===== src/rtl/mem_port_arbiter.sv =====
// Arbitrates one mem_system between the fetch port (read-only) and the data port (read/write).
// Latches the winning request for the whole transaction, guards fetch against starvation, times out hangs.
module mem_port_arbiter #(
  parameter int unsigned STARVE_LIMIT = 4,
  parameter int unsigned TIMEOUT      = 64
) (
  input  logic        clk,
  input  logic        rst,
  input  logic        IReq,
  input  logic [15:0] IAddr,
  input  logic        DRd,
  input  logic        DWr,
  input  logic [15:0] DAddr,
  input  logic [15:0] DDataIn,
  input  logic        DDump,
  output logic [15:0] IDataOut,
  output logic        IDone,
  output logic        IStall,
  output logic [15:0] DDataOut,
  output logic        DDone,
  output logic        DStall,
  output logic        err,
  output logic [15:0] M_Addr,
  output logic [15:0] M_DataIn,
  output logic        M_Rd,
  output logic        M_Wr,
  output logic        M_Dump,
  input  logic [15:0] M_DataOut,
  input  logic        M_Done,
  input  logic        M_err
);

  localparam int unsigned SW = $clog2(STARVE_LIMIT + 1);

  typedef enum logic [1:0] {StIdle, StIBusy, StDBusy} state_e;

  state_e        state_q;
  logic [15:0]   addr_q;
  logic [15:0]   data_q;
  logic          rd_q;
  logic          wr_q;
  logic [SW-1:0] starve_q;
  logic [7:0]    wd_q;
  logic          timeout_q;

  logic dreq;
  logic busy;
  logic d_win;
  logic timeout_hit;
  logic finish;

  assign dreq        = DRd | DWr;
  assign busy        = (state_q != StIdle);
  assign d_win       = dreq && (starve_q < SW'(STARVE_LIMIT));
  // M_Done on the last watchdog cycle still counts as a normal completion.
  assign timeout_hit = busy && !M_Done && (wd_q == 8'(TIMEOUT - 1));
  assign finish      = busy && (M_Done || timeout_hit);

  always_ff @(posedge clk or posedge rst) begin
    if (rst) begin
      state_q   <= StIdle;
      addr_q    <= '0;
      data_q    <= '0;
      rd_q      <= 1'b0;
      wr_q      <= 1'b0;
      starve_q  <= '0;
      wd_q      <= '0;
      timeout_q <= 1'b0;
    end else begin
      unique case (state_q)
        StIdle: begin
          if (d_win) begin
            state_q  <= StDBusy;
            addr_q   <= DAddr;
            data_q   <= DDataIn;
            rd_q     <= DRd;
            wr_q     <= DWr;
            wd_q     <= '0;
            starve_q <= IReq ? starve_q + SW'(1) : '0;
          end else if (IReq) begin
            state_q  <= StIBusy;
            addr_q   <= IAddr;
            data_q   <= '0;
            rd_q     <= 1'b1;
            wr_q     <= 1'b0;
            wd_q     <= '0;
            starve_q <= '0;
          end
        end
        StIBusy, StDBusy: begin
          if (finish) begin
            state_q <= StIdle;
            if (timeout_hit) timeout_q <= 1'b1;
          end else begin
            wd_q <= wd_q + 8'd1;
          end
        end
        default: state_q <= StIdle;
      endcase
    end
  end

  always_comb begin
    M_Addr   = '0;
    M_DataIn = '0;
    M_Rd     = 1'b0;
    M_Wr     = 1'b0;
    if (busy) begin
      M_Addr   = addr_q;
      M_DataIn = data_q;
      M_Rd     = rd_q;
      M_Wr     = wr_q;
    end
    IDone    = (state_q == StIBusy) && finish;
    DDone    = (state_q == StDBusy) && finish;
    // A watchdog abort returns zero data.
    IDataOut = (IDone && M_Done) ? M_DataOut : '0;
    DDataOut = (DDone && M_Done) ? M_DataOut : '0;
  end

  assign IStall = IReq & ~IDone;
  assign DStall = dreq & ~DDone;
  assign M_Dump = DDump;
  assign err    = timeout_q | (M_err & busy);

endmodule


===== config.mk =====
export PLATFORM = sky130hd
export DESIGN_NAME = mem_port_arbiter
export DESIGN_NICKNAME = d
export VERILOG_FILES = /design/src/rtl/mem_port_arbiter.sv
export SDC_FILE = /design/constraint.sdc
export NUM_CORES = 1
export LEC_CHECK = 0
export CAP_MARGIN = 20
export CORE_UTILIZATION = 43
export DETAILED_ROUTE_END_ITERATION = 6
export GPL_ROUTABILITY_DRIVEN = 1
export PLACE_DENSITY = 0.85
export REMOVE_ABC_BUFFERS = 1
export SYNTH_ARGS = -nofsm -noshare
export SYNTH_HDL_FRONTEND = slang
export SYNTH_SLANG_ARGS = --single-unit
export TNS_END_PERCENT = 10

===== constraint.sdc =====
create_clock -name clk -period 2.7 [get_ports clk]
set_input_delay 0.54 -clock clk [delete_from_list [all_inputs] [get_ports clk]]
set_output_delay 0.54 -clock clk [all_outputs]
set_load 0.01 [all_outputs]

==> impl_metrics.json <==
{
  "status": "completed",
  "drt_iter0_drc": 132,
  "switching_share_pct": 35.9,
  "crit_arrival_ns": 2.11,
  "synthTopCellsByCount": "dfrtp_1 (48), nand2_1 (38), and2_1 (35), nor2b_1 (35), nor2_1 (23)",
  "syn2layout_area_growth_pct": 63.7,
  "max_cap_viol_count": 0,
  "grt_pass1_vias": 2445,
  "max_freq_ghz": 0.378,
  "boundaryPins": 144,
  "rows": 28,
  "final-hold-violation-count": 0,
  "die_h_um": 81.2,
  "yosysTopAreaCell": "dfrtp_1",
  "p_seq_share_pct": 29.4,
  "grtUsageTotal_pct": 23.2,
  "timing.rr.start": "state_q[1]$_DFFE_PP0P_",
  "tns_ns": 0,
  "slew_violations": 0,
  "crit_type": "reg -> out",
  "dieArea_um2": 6590,
  "p_leak_nw": 2.07,
  "async_reset_ff_share_pct": 100,
  "drc_errors": 0,
  "fin_crit_ns": 2.65,
  "hold_buffers": 0,
  "drtAntennaViolNets": 0,
  "crit_required_ns": 2.16,
  "finalNonFillerCells": 512,
  "fin_crit_sh_pct": 98.1,
  "ys_seq_area_share_pct": 44.5,
  "yosys-top-cells-area": "dfrtp_1 (45%), and2_1 (8.1%), nor2b_1 (8.1%)",
  "dpl.cell_count": 502,
  "crit_start": "state_q[1]$_DFFE_PP0P_",
  "postLayoutCellArea_um2": 4410,
  "diodes": 0,
  "via_per_inst": 5.04,
  "synth_area_um2": 2700,
  "setup_violations": 0,
  "p_comb_share_pct": 55.1,
  "worstSkewPairLatency_ns": 0.31,
  "syn_area_per_cell_um2": 9.27,
  "reg2reg_depth": 7,
  "yosys.cell_count.top_type": "dfrtp_1",
  "timing.final.ws_setup_ns": 0.0523,
  "drt_pass1_iterations": 5,
  "wl_um": 7390,
  "r2r-end": "wd_q[0]$_DFFE_PP0P_",
  "synth_top_area_share_pct": 44.5,
  "vias": 2579,
  "cts_buffers": 5,
  "clk_path_buf_depth": 2,
  "antenna_found_initial": 0,
  "port_buffers": 141,
  "die_w_um": 81.2,
  "gp_congestion": 0.799,
  "synth_seq_cells": 48,
  "clk_pin_slew_ns": 0.09,
  "synth-edff-count": 0,
  "max_slew.worst_pin.slew_ns": 0.749,
  "dp_hpwl_um": 5470,
  "worstSetupEndpoint": "DDataOut[14]",
  "critPathLaunchType": "flip-flop",
  "synth.distinct_cells": 46,
  "htreeDepth": 2,
  "grt_pass1_wl_um": 11700,
  "yosys_warnings": 0,
  "dp_slack_ns": 0.0937,
  "hold_path.class": "reg -> reg",
  "ys.flop_type": "dfrtp_1",
  "irDropWorstVdd_mv": 0.484,
  "slew_headroom_pct": 50.0,
  "synthCells": 291,
  "power.switching_mw": 1.43,
  "p_clk_share_pct": 15.6,
  "cts.root.buffer_cell": "clkbuf_8",
  "p_int_mw": 2.55,
  "tritoncts": "yes",
  "rsz0062_at_grt": "true",
  "rrSetupSlack_ns": 0.52,
  "clkSinkCount": 48,
  "drive_gt1_share_pct": 11.0,
  "core-area_um2": 5990,
  "skew_ns": 0.0150,
  "layout.nets": 513,
  "grt_max_degree": 49,
  "worstSetupEndpointType": "primary output",
  "hold_slack_ns": 0.489,
  "worstPathMaxFanout": 16,
  "p_per_area_nw_per_um2": 902,
  "wl_per_cell_um": 14.4,
  "initial_core_util_pct": 45.0,
  "placed_area_um2": 4230,
  "grt_overflow_total": 0
}
flip-flops by register name (all words and copies together), names as in the netlist:
register and flops:
wd_q 8, addr_q 16, state_q 2, starve_q 3
wr_q 1, data_q 16, rd_q 1, timeout_q 1
stage by stage:
step                utilization (%)  total power [mW]
finish                         73.7              3.98
global route                   73.7              4.28
CTS                            72.8              3.99
detailed placement             70.6              3.37
global placement               70.6              3.32
floorplan                         -              2.33
power groups by stage:
stage               combinational (mW)  clock [mW]  sequential (mW)
finish                            2.19       0.619             1.17
global route                      2.41       0.664             1.21
CTS                               2.19       0.632             1.17
detailed placement                2.19           0             1.18
global placement                  2.15           0             1.16
floorplan                         1.19           0             1.14
worst min path at each step:
| stage | end | startpoint | slack [ns] | cells after the start |
|---|---|---|---|---|
| detailed placement | timeout_q$_DFFE_PP0P_ | timeout_q$_DFFE_PP0P_ | 0.47 | 1 |
| CTS | timeout_q$_DFFE_PP0P_ | timeout_q$_DFFE_PP0P_ | 0.49 | 1 |
| floorplan | timeout_q$_DFFE_PP0P_ | timeout_q$_DFFE_PP0P_ | 0.45 | 1 |
| global route | wr_q$_DFFE_PP0P_ | wr_q$_DFFE_PP0P_ | 0.51 | 1 |
| finish | timeout_q$_DFFE_PP0P_ | timeout_q$_DFFE_PP0P_ | 0.49 | 1 |
| global placement | rd_q$_DFFE_PP0P_ | rd_q$_DFFE_PP0P_ | 0.47 | 1 |
area by class of cell:
class	count	area, µm²
clock buffers	5	68.8
clock inverters	3	68.8
fillers	441	1580
inverters	6	22.5
multi-input cells	219	1390
flip-flops and latches	48	1200
well taps	75	93.8
repair buffers	156	1570
logic make-up after synthesis:
logic type,Yosys count,synth area share (%)
AO/OA/AOI/OAI,67,19.4
adder cells (fa/ha/maj),5,2.32
buffers and inverters,24,4.55
flip-flops,48,44.5
multiplexers,1,0.557
AND/OR/NAND/NOR,146,28.6
cell usage in the layout (no fill, tap or decap), types with 3 or more instances in the layout:
cell	instances
clkdlybuf4s50_1	126
dfrtp_1	48
nand2_1	38
and2_1	35
nor2b_1	35
nor2_1	23
a31oi_1	17
a22o_1	17
buf_4	13
dlymetal6s2s_1	11
a22o_2	6
clkbuf_8	5
inv_1	4
o21ai_0	4
ha_1	4
a21oi_1	3
nand3_1	3
what timing repair did:
item                       CTS  global route
pin swaps                    0             0
setup buffers                0             2
setup endpoints to repair    4            35
gates resized for setup      5            17
layer usage:
metal | track usage, % | up-vias | part of all wire (%)
met5 | 0 | - | 0
met4 | 6.61 | 0 | 0.97
met3 | 5.17 | 8 | 4.3
met2 | 38.5 | 69 | 52
met1 | 30.2 | 1211 | 43
li1 | - | 1291 | -
critical path, stage by stage, from the launching register on:
cell	delay, ns
dfrtp_1	0.40
inv_1	0.10
ha_1	0.22
inv_2	0.11
and3_4	0.20
buf_12	0.12
and2_1	0.13
clkdlybuf4s50_1	0.54
(Power assumes the default switching activity.)
